### src/rtl/pong_pkg.sv
// Shared Pong definitions: game-state encoding, default geometry and
// paddle-range helpers used by the input, ball and render blocks.
package pong_pkg;

  typedef enum logic [1:0] {
    ST_IDLE  = 2'd0,
    ST_SERVE = 2'd1,
    ST_PLAY  = 2'd2,
    ST_PAUSE = 2'd3
  } state_e;

  localparam int SCREEN_H_DEF = 480;
  localparam int PADDLE_H_DEF = 64;
  localparam int STEP_DEF     = 8;

  function automatic int max_y(input int screen_h, input int paddle_h);
    return screen_h - paddle_h;
  endfunction

  function automatic int center_y(input int screen_h, input int paddle_h);
    return (screen_h - paddle_h) / 2;
  endfunction

endpackage

### src/rtl/button_debounce.sv
// Push-button front end: 2-flop synchronizer, stability counter and a
// registered 1-cycle press pulse on the accepted rising level.
module button_debounce #(
  parameter int DEBOUNCE_CYCLES = 4
) (
  input  logic clk,
  input  logic rst,
  input  logic btn,
  output logic press
);

  localparam int CNT_W = $clog2(DEBOUNCE_CYCLES);

  logic             sync1, sync2, level;
  logic [CNT_W-1:0] cnt;

  always_ff @(posedge clk) begin
    if (rst) begin
      sync1 <= 1'b0;
      sync2 <= 1'b0;
      level <= 1'b0;
      cnt   <= '0;
      press <= 1'b0;
    end else begin
      sync1 <= btn;
      sync2 <= sync1;
      press <= 1'b0;
      // Any cycle where the synchronized level agrees again restarts the count.
      if (sync2 != level) begin
        if (cnt == CNT_W'(DEBOUNCE_CYCLES - 1)) begin
          level <= sync2;
          cnt   <= '0;
          press <= sync2;
        end else begin
          cnt <= cnt + 1'b1;
        end
      end else begin
        cnt <= '0;
      end
    end
  end

endmodule

### src/rtl/pong_input_controller.sv
// Encoder/button front end for Pong: clamped paddle positions and the
// idle/serve/play/pause game-flow FSM.
import pong_pkg::*;

module pong_input_controller #(
  parameter int SCREEN_H        = SCREEN_H_DEF,
  parameter int PADDLE_H        = PADDLE_H_DEF,
  parameter int STEP            = STEP_DEF,
  parameter int Y_W             = 10,
  parameter int DEBOUNCE_CYCLES = 500000
) (
  input  logic           clk,
  input  logic           rst,
  input  logic           l_up,
  input  logic           l_down,
  input  logic           l_btn,
  input  logic           r_up,
  input  logic           r_down,
  input  logic           r_btn,
  input  logic           point_scored,
  input  logic           game_over,
  output logic [Y_W-1:0] paddle_l_y,
  output logic [Y_W-1:0] paddle_r_y,
  output logic [1:0]     state,
  output logic           serve,
  output logic           paused
);

  localparam int NUM_P = 2;
  localparam logic [Y_W:0]   STEP_X = (Y_W+1)'(STEP);
  localparam logic [Y_W:0]   MAX_X  = (Y_W+1)'(max_y(SCREEN_H, PADDLE_H));
  localparam logic [Y_W-1:0] CENTER = Y_W'(center_y(SCREEN_H, PADDLE_H));

  logic [NUM_P-1:0] up_in, down_in, btn_in;
  logic [NUM_P-1:0] up_q, up_qq, down_q, down_qq;
  logic [NUM_P-1:0] up_edge, down_edge, press;
  logic [Y_W-1:0]   y [NUM_P];
  state_e           st;
  logic             any_press, recenter;

  assign up_in   = {r_up, l_up};
  assign down_in = {r_down, l_down};
  assign btn_in  = {r_btn, l_btn};

  always_ff @(posedge clk) begin
    if (rst) begin
      up_q    <= '0;
      up_qq   <= '0;
      down_q  <= '0;
      down_qq <= '0;
    end else begin
      up_q    <= up_in;
      up_qq   <= up_q;
      down_q  <= down_in;
      down_qq <= down_q;
    end
  end

  assign up_edge   = up_q & ~up_qq;
  assign down_edge = down_q & ~down_qq;
  assign any_press = |press;
  assign recenter  = !game_over &&
                     ((st == ST_PLAY && point_scored) || (st == ST_IDLE && any_press));

  for (genvar p = 0; p < NUM_P; p++) begin : g_player
    logic [Y_W:0] y_ext, y_up, y_dn;

    button_debounce #(.DEBOUNCE_CYCLES(DEBOUNCE_CYCLES)) u_db (
      .clk   (clk),
      .rst   (rst),
      .btn   (btn_in[p]),
      .press (press[p])
    );

    // One extra bit keeps the clamps free of wrap-around.
    assign y_ext = {1'b0, y[p]};
    assign y_up  = (y_ext < STEP_X) ? '0 : y_ext - STEP_X;
    assign y_dn  = (y_ext > MAX_X - STEP_X) ? MAX_X : y_ext + STEP_X;

    always_ff @(posedge clk) begin
      if (rst || recenter)
        y[p] <= CENTER;
      else if (st == ST_PLAY && (up_edge[p] ^ down_edge[p]))
        y[p] <= up_edge[p] ? y_up[Y_W-1:0] : y_dn[Y_W-1:0];
    end
  end

  always_ff @(posedge clk) begin
    if (rst) begin
      st     <= ST_IDLE;
      serve  <= 1'b0;
      paused <= 1'b0;
    end else begin
      serve <= 1'b0;
      if (game_over) begin
        st     <= ST_IDLE;
        paused <= 1'b0;
      end else begin
        case (st)
          ST_IDLE: if (any_press) begin
            st    <= ST_SERVE;
            serve <= 1'b1;
          end
          ST_SERVE: st <= ST_PLAY;
          ST_PLAY: begin
            if (point_scored) begin
              st    <= ST_SERVE;
              serve <= 1'b1;
            end else if (any_press) begin
              st     <= ST_PAUSE;
              paused <= 1'b1;
            end
          end
          ST_PAUSE: if (any_press) begin
            st     <= ST_PLAY;
            paused <= 1'b0;
          end
          default: st <= ST_IDLE;
        endcase
      end
    end
  end

  assign state      = st;
  assign paddle_l_y = y[0];
  assign paddle_r_y = y[1];

endmodule

### config.mk
export PLATFORM = sky130hd
export DESIGN_NAME = pong_input_controller
export DESIGN_NICKNAME = d
export VERILOG_FILES = /design/src/rtl/pong_pkg.sv /design/src/rtl/button_debounce.sv /design/src/rtl/pong_input_controller.sv
export SDC_FILE = /design/constraint.sdc
export NUM_CORES = 1
export LEC_CHECK = 0
export CORE_UTILIZATION = 42
export CTS_BUF_LIST = sky130_fd_sc_hd__clkbuf_2
export DETAILED_ROUTE_END_ITERATION = 12
export GPL_TIMING_DRIVEN = 0
export PLACE_DENSITY = 0.64
export SYNTH_ARGS = -nofsm -noshare
export SYNTH_HDL_FRONTEND = slang
export SYNTH_HIERARCHICAL = 1
export SYNTH_SLANG_ARGS = --single-unit
### constraint.sdc
create_clock -name clk -period 3.27 [get_ports clk]
set_input_delay 0.327 -clock clk [delete_from_list [all_inputs] [get_ports clk]]
set_output_delay 0.327 -clock clk [all_outputs]
set_load 0.005 [all_outputs]
Yosys cells after proc, flatten, opt, wreduce, memory -nomap -nowiden
Memories as Yosys holds them, arrays and structs flattened.
Cells that the tools add are included.
{ "word_totals": {"ram_bits": 20, "mem_count": 1, "in_bits": 10, "elab_cells": 100, "output_inout_bits": 24, "ff_bits": 58} }
{ "memory_table": {"columns": ["memory", "words", "width", "read_ports", "rd_ports_with_merged_regs", "write_ports", "line_no", "text"], "rows": [
  ["y", 2, 10, 2, 0, 2, "pong_input_controller.sv:37", "logic [Y_W-1:0] y [NUM_P];"]
]} }
{ "classes": {"n_reduce_logical": 20, "bitwise": 12, "n_eq_ne": 12, "addsub": 6, "magnitude_cmp": 4, "mux": 28} }
{ "ops": {"columns": ["cell", "n"], "rows": [
  ["$mux W10", 8],
  ["$add A19 B1 Y19 const B", 2],
  ["$eq A19 B19 Y1 const B", 2],
  ["$add A10 B4 Y10 const B", 2],
  ["$gt A10 B9 Y1 const B", 2],
  ["$lt A10 B4 Y1 const B", 2],
  ["$sub A10 B4 Y10 const B", 2],
  ["$mux W1", 13],
  ["$reduce_or A3 Y1", 4],
  ["$mux W2", 4],
  ["$ne A2 B2 Y1 const B", 4],
  ["$pmux W2 S4", 1],
  ["$logic_and A1 B1 Y1", 5],
  ["$and A2 B2 Y2", 2],
  ["$eq A2 B2 Y1 const B", 2],
  ["$not A1 Y1", 4],
  ["$not A2 Y2", 2],
  ["$pmux W1 S2", 2],
  ["$reduce_and A2 Y1", 2],
  ["$reduce_and A4 Y1", 1],
  ["$reduce_or A2 Y1", 2],
  ["$ne A3 B3 Y1 const B", 1],
  ["$reduce_and A3 Y1", 1],
  ["$eq A2 B1 Y1 const B", 1],
  ["7 further kinds", 11]
]} }

Logic depth before layout (Yosys ltp)
Gate-level depths: netlist (run 1).
{ "logic_depth": {"word_depth": 8, "mapped_depth": 6, "ltp_nobuf": 6} }

Cells and area by module
Netlist (run 1), hierarchy kept.
{ "by_module_without_submodules": {"columns": ["module", "area_each_um2", "instances", "seq_area_each_um2", "cells_each"], "rows": [
  ["button_debounce", 1076.0, 2, 460.4, 112],
  ["pong_input_controller", 1695.4, 1, 660.6, 173]
]} }

Worst setup path after synthesis (run 1)
Ideal clock, no wire load.
{ "synth_timing": {"kind": "register -> register", "startpoint": "memory y[0][5]", "endpoint": "memory y[0][6], data pin", "slack_ns": 1.673, "arrival_ns": 1.335, "period_less_slack_ns": 1.597, "path_stages_with_launch": 5, "required_time_ns": 3.007, "cell_sequence": "edfxtp_1 > buf_6 > or3_4 > a221oi_1 > o21ai_1"} }
{ "synth_lines": {"columns": ["element", "line_no"], "rows": [
  ["from (decl)", "pong_input_controller.sv:37"]
]} }

==> results of run 1 <==
## registers in the layout (all words and copies together), names as in the netlist
| signal | cells |
|---|---|
| g_player.u_db/cnt | 38 |
| y | 14 |
| down_q | 2 |
| down_qq | 2 |
| g_player.u_db/level | 2 |
| g_player.u_db/press | 2 |
| g_player.u_db/sync1 | 2 |
| g_player.u_db/sync2 | 2 |
| state | 2 |
| up_q | 2 |
| up_qq | 2 |
| paused | 1 |
| serve | 1 |
## area by class of cell
cell class	instances	area [um^2]	area share, %
Buffer	17	136.4	3.120
Timing Repair Buffer	27	270.3	6.182
Clock inverter	6	50.05	1.145
Clock buffer	10	50.05	1.145
Multi-Input combinational cell	301	2103	48.11
Inverter	12	45.04	1.030
Tap cell	108	135.1	3.091
Sequential cell	72	1582	36.18
## cells in the final DEF (no fill, tap or decap), types with 3 or more instances in the layout
cell type and count:
a21oi_1 11, a221oi_1 5, and3_1 8, and3_2 5, buf_4 8, buf_6 4
clkbuf_2 11, clkdlybuf4s50_1 27, clkinv_1 4, conb_1 6, dfxtp_1 58, edfxtp_1 14
ha_1 6, inv_1 12, nand2_1 26, nand3_1 21, nand4_2 4, nor2_1 47
nor2b_1 20, nor3_1 16, nor3_2 3, nor4_1 11, nor4_4 6, nor4b_1 4
o21a_1 3, o21ai_0 4, xnor2_1 32, xor2_1 10
## synth_stat cells, types with 6 or more instances
master / count / area (um^2)
a21oi_1: 11 / 55.05
edfxtp_1: 14 / 420.4
buf_4: 8 / 60.06
nand2_1: 26 / 97.59
xor2_1: 10 / 87.58
nor3_1: 16 / 80.08
nor4_1: 11 / 68.82
xnor2_1: 32 / 280.3
inv_1: 12 / 45.04
nor2b_1: 20 / 125.1
dfxtp_1: 58 / 1161
nor2_1: 47 / 176.4
ha_1: 6 / 75.07
nor4_4: 6 / 127.6
and3_1: 8 / 50.05
nand3_1: 21 / 105.1
## where the power goes
part | switching (mW) | total [mW] | internal (mW)
Combinational | 0.0512 | 0.102 | 0.0508
Sequential | 0.0128 | 0.930 | 0.917
Clock | 0.286 | 0.455 | 0.169
Total | 0.350 | 1.49 | 1.14
## routing by layer
layer | wire [um] | part of all wire [%]
met4 | 147 | 2.1
met1 | 3396 | 48
met3 | 195 | 2.8
met5 | 0 | 0
met2 | 3292 | 47
## final timing paths
check / from / to / slack (ns) / cells past startpoint
setup / recovery: y[0][8] / paddle_l_y[8] / 1.34 / 1
hold / removal: r_down / down_q[1] / 0.36 / 2
setup reg to reg: g_player[1].u_db/cnt[0] / g_player[1].u_db/cnt[14] / 1.45 / 6
hold reg to reg: g_player[0].u_db/sync1 / g_player[0].u_db/sync2 / 0.46 / 1
## kinds of logic after synthesis
| logic type | share of synthesized area [%] |
|---|---|
| multiplexers | 1.431 |
| AO/OA/AOI/OAI | 8.065 |
| XOR/XNOR | 9.561 |
| adder cells (fa/ha/maj) | 1.951 |
| other | 0.09747 |
| buffers and inverters | 4.715 |
| flip-flops | 41.11 |
| AND/OR/NAND/NOR | 33.07 |
## through the flow
stage | instance area, um^2 | setup WS [ns]
3_3_place_gp | 4272 | 0.8091
5_1_grt | 4372 | 1.238
6_report | 4372 | 1.343
2_1_floorplan | 3866 | 1.673
4_1_cts | 4372 | 1.304
3_5_place_dp | 4272 | 0.7985
==> flow_summary.ini, run 1 <==
[run_status]
status = complete, but fails checks
violations = design-rule violations

[synthesis]
async_flop_share_pct = 0
synth-edff-count = 14
synth_ff_type = dfxtp_1
ys_seq_elements = 72
synth_seq_area_share_pct = 41.11
syn-cell-area_um2 = 3847
synth_area_per_cell_um2 = 9.691
yosysWarningCount = 6
syn_inst = 397
ys_types = 61

[worst_setup_path]
end_kind = primary output
path_delay_family = flip-flops
crit_fanout = 7
slowest_delay_ns = 0.56
critical_path_required_ns = 2.94
path_cells = clkdlybuf4s50_1
cp_data_arrival_time_ns = 1.60
crit_buf_inv = 1
worstSetupStartpointType = register
critical_path_class = reg -> out
crit_slowest_cell = edfxtp_1

[clocking]
tritoncts = done
htreeDepth = 3
cts.path.max_buffers = 2
clkSinkCount = 72
clk_pin_slew_worst_paths_ns = 0.19
cts_resized = 0
cts_setup_buffers = 0
numCtsBuffers = 9
hold_buffers = 0
clkLatencyLatePin_ns = 0.49
root_buffer = clkbuf_2

[drt]
post-route-drc-count = 10
via_count = 2904
drtIter0Drc = 112
vias_per_cell = 5.251
routedWlPerCell_um = 12.72
dr.pass1.iters = 10
ant_nets = 0
wl_um = 7032

[global_routing]
antenna_found_initial = 0
grt_use_total_pct = 15.91
globalRouteMet1Util_pct = 20.53
grt_max_degree = 18
grtUsageMet2_pct = 25.70
overflow = 0
grt_pass1_wl_um = 12300
grt-busiest-layer = met2
grt_pass1_vias = 2690
grt.met3_usage_pct = 2.734

[sta]
finalHoldViolCount = 0
worst_pin_slew_ns = 0.6719
max_freq_mhz = 518.9
whs_ns = 0.3615
finClkSkew_ns = 0.02419
post-route-min-period_ns = 1.927
period_share_pct = 58.94
maxSlewHeadroom_pct = 55.06
tns_ns = 0
drv_slew = 0
rsz0062_at_grt = no
finalSetupViolations = 0

[layout]
area_growth_pct = 13.63
fin_cells = 553
fill_cells = 842
final_nets = 456
layout-drive-gt1-share_pct = 15.06
finish.utilization_pct = 49.64
antenna_cells = 0

[flow_run]
cap_viol_max_count = 0

[placed_design]
dp_hpwl_um = 5187
io_buffer_count = 27
gp_congestion = 0.8160
dp.cells = 537

[hold_path]
min_path_type = in -> reg

[floorplan]
core_area_um2 = 8806
die_area_um2 = 9547
io_pins = 34
start_util_pct = 43.69
row_count = 34
die_w_um = 97.71
die_h_um = 97.71

[power_and_ir_drop]
powerDensity_nw_per_um2 = 340.2
power.leakage_nw = 1.567
ir_drop_mv = 0.1595
total_power_mw = 1.487
No activity file was read; power rests on OpenSTA's default activity.
==> run 2: changes to the inputs <==
Settings changed: PLACE_DENSITY 0.64 to 0.67.
Clock period 3.27 ns to 1.7 ns, I/O delays scaled along.
==> run 2 against run 1 <==
  * The run still ends with design-rule violations left
  * Final cell count increased by 5.2%
  * Power increased by 99%
  * Utilization increased by 4.9 points
  * Worst setup slack got worse by 1.3 ns
  * First-iteration DRC count increased by 8.9%
  * Sequential power increased by 90%
  * Design area increased by 9.9%
  * Worst hold slack got worse by 0.16 ns
  * Flip-flop and latch count unchanged
  * Clock skew decreased by 0.0015 ns
  * Non-clock buffer count increased by 29
  * Count of clock-buffer cells in the layout unchanged
  * Largest cell class unchanged
  * Largest power group unchanged
==> flow_summary.ini, run 2 (same netlist as run 1, synthesis figures left out) <==
[layout]
largest_reg_flops = 38
antenna_cells = 0
final_common_cell = nor2_1
final_nets = 485
finish.utilization_pct = 54.55
top_regs = g_player.u_db/cnt x38, y x14
layout-drive-gt1-share_pct = 28.90
fill_cells = 809
stdcell_area_um2 = 4803
registers.top_by_ff_count = g_player.u_db/cnt
area_growth_pct = 24.85
fin_cells = 582
register_area_um2 = 1612
layout_common_cells = 47 x nor2_1, 40 x dfxtp_1, 33 x buf_4, 30 x xnor2_1, 25 x nand2_1
multi_input_area_um2 = 2260

[clocking]
clk_pin_slew_worst_paths_ns = 0.21
clkLatencyLatePin_ns = 0.48
cts.path.max_buffers = 2
tritoncts = done
numCtsBuffers = 9
clkSinkCount = 72
root_buffer = clkbuf_2
htreeDepth = 3

[drt]
via_count = 3070
vias_per_cell = 5.275
post-route-drc-count = 10
ant_nets = 0
drtIter0Drc = 122
routedWlPerCell_um = 13.61
dr.pass1.iters = 9
wl_um = 7922

[global_routing]
grt_pass1_vias = 2780
overflow = 0
antenna_found_initial = 0
grt_pass1_wl_um = 12670
grt_use_total_pct = 16.37
grt_max_degree = 18

[worst_setup_path]
end_kind = register
crit_fanout = 5
critical_path_required_ns = 1.95
cp_data_arrival_time_ns = 1.94
cp-startpoint = y[1][3]
critical_path_class = reg -> reg
worstSetupStartpointType = register
r2r_start = y[1][3]

[sta]
drv_slew = 0
whs_ns = 0.1990
finalHoldViolCount = 0
max_freq_mhz = 590.2
maxSlewHeadroom_pct = 53.45
setup_slack_ns = 0.005523
rsz0062_at_grt = yes
period_share_pct = 99.68
finalSetupViolations = 0
worst_pin_slew_ns = 0.6982
tns_ns = 0
finClkSkew_ns = 0.02269
post-route-min-period_ns = 1.694

[flow_run]
cap_viol_max_count = 0

[run_status]
status = complete, but fails checks
violations = design-rule violations

[floorplan]
io_pins = 34
start_util_pct = 43.69
die_w_um = 97.71
die_area_um2 = 9547
row_count = 34
die_h_um = 97.71
core_area_um2 = 8806

[power_and_ir_drop]
ir_drop_mv = 0.2475
powerDensity_nw_per_um2 = 617.0
power.leakage_nw = 1.769
total_power_mw = 2.964

[hold_path]
hold_start = l_down
min_path_type = in -> reg

[placed_design]
dp_hpwl_um = 5204
io_buffer_count = 27
dp.cells = 537
place_ws_ns = -0.6369
placed_area_um2 = 4272
gp_congestion = 0.8251
==> run 2: final cells by class <==
cell class / instances / area share, %
buffer: 17 / 2.865
clock buffer: 10 / 1.042
clock inverter: 6 / 1.250
inverter: 12 / 0.9377
multi-input combinational: 301 / 47.04
sequential: 72 / 33.55
tap: 108 / 2.813
timing repair buffer: 56 / 10.50
==> run 2: path summary, 6_finish.rpt <==
check | to | depth (start not counted) | slack, ns
setup / recovery | y[1][8] | 5 | 0.006
hold / removal | down_q[0] | 2 | 0.20
setup reg to reg | y[1][8] | 5 | 0.006
hold reg to reg | g_player[0].u_db/sync2 | 1 | 0.46
==> run 2: repair_timing <==
item	CTS	global route
endpoints found under the setup margin	46	44
buffers inserted	15	14
pin swaps	5	10
hold buffers	0	0
resized for setup	9	52
==> run 2: per-layer routing <==
layer | share of wire (%) | GRT usage, % | up-vias
met1 | 46 | 20.50 | 1444
met5 | 0 | 0 | -
met4 | 1.4 | 7.343 | 0
li1 | - | - | 1555
met3 | 3.8 | 2.662 | 11
met2 | 49 | 27.77 | 60
==> run 2: critical path, cell delays in order (launching register included) <==
cell and delay, ns:
edfxtp_1 0.46, buf_6 0.15, buf_4 0.14, and3_1 0.19, a311oi_1 0.38, o32ai_2 0.13
==> run 2: where the power goes <==
group	switching, mW	leakage (nW)	total (mW)	internal (mW)
clock network	0.598	0.0693	0.937	0.339
logic	0.127	1.10	0.252	0.125
registers	0.0147	0.596	1.77	1.76
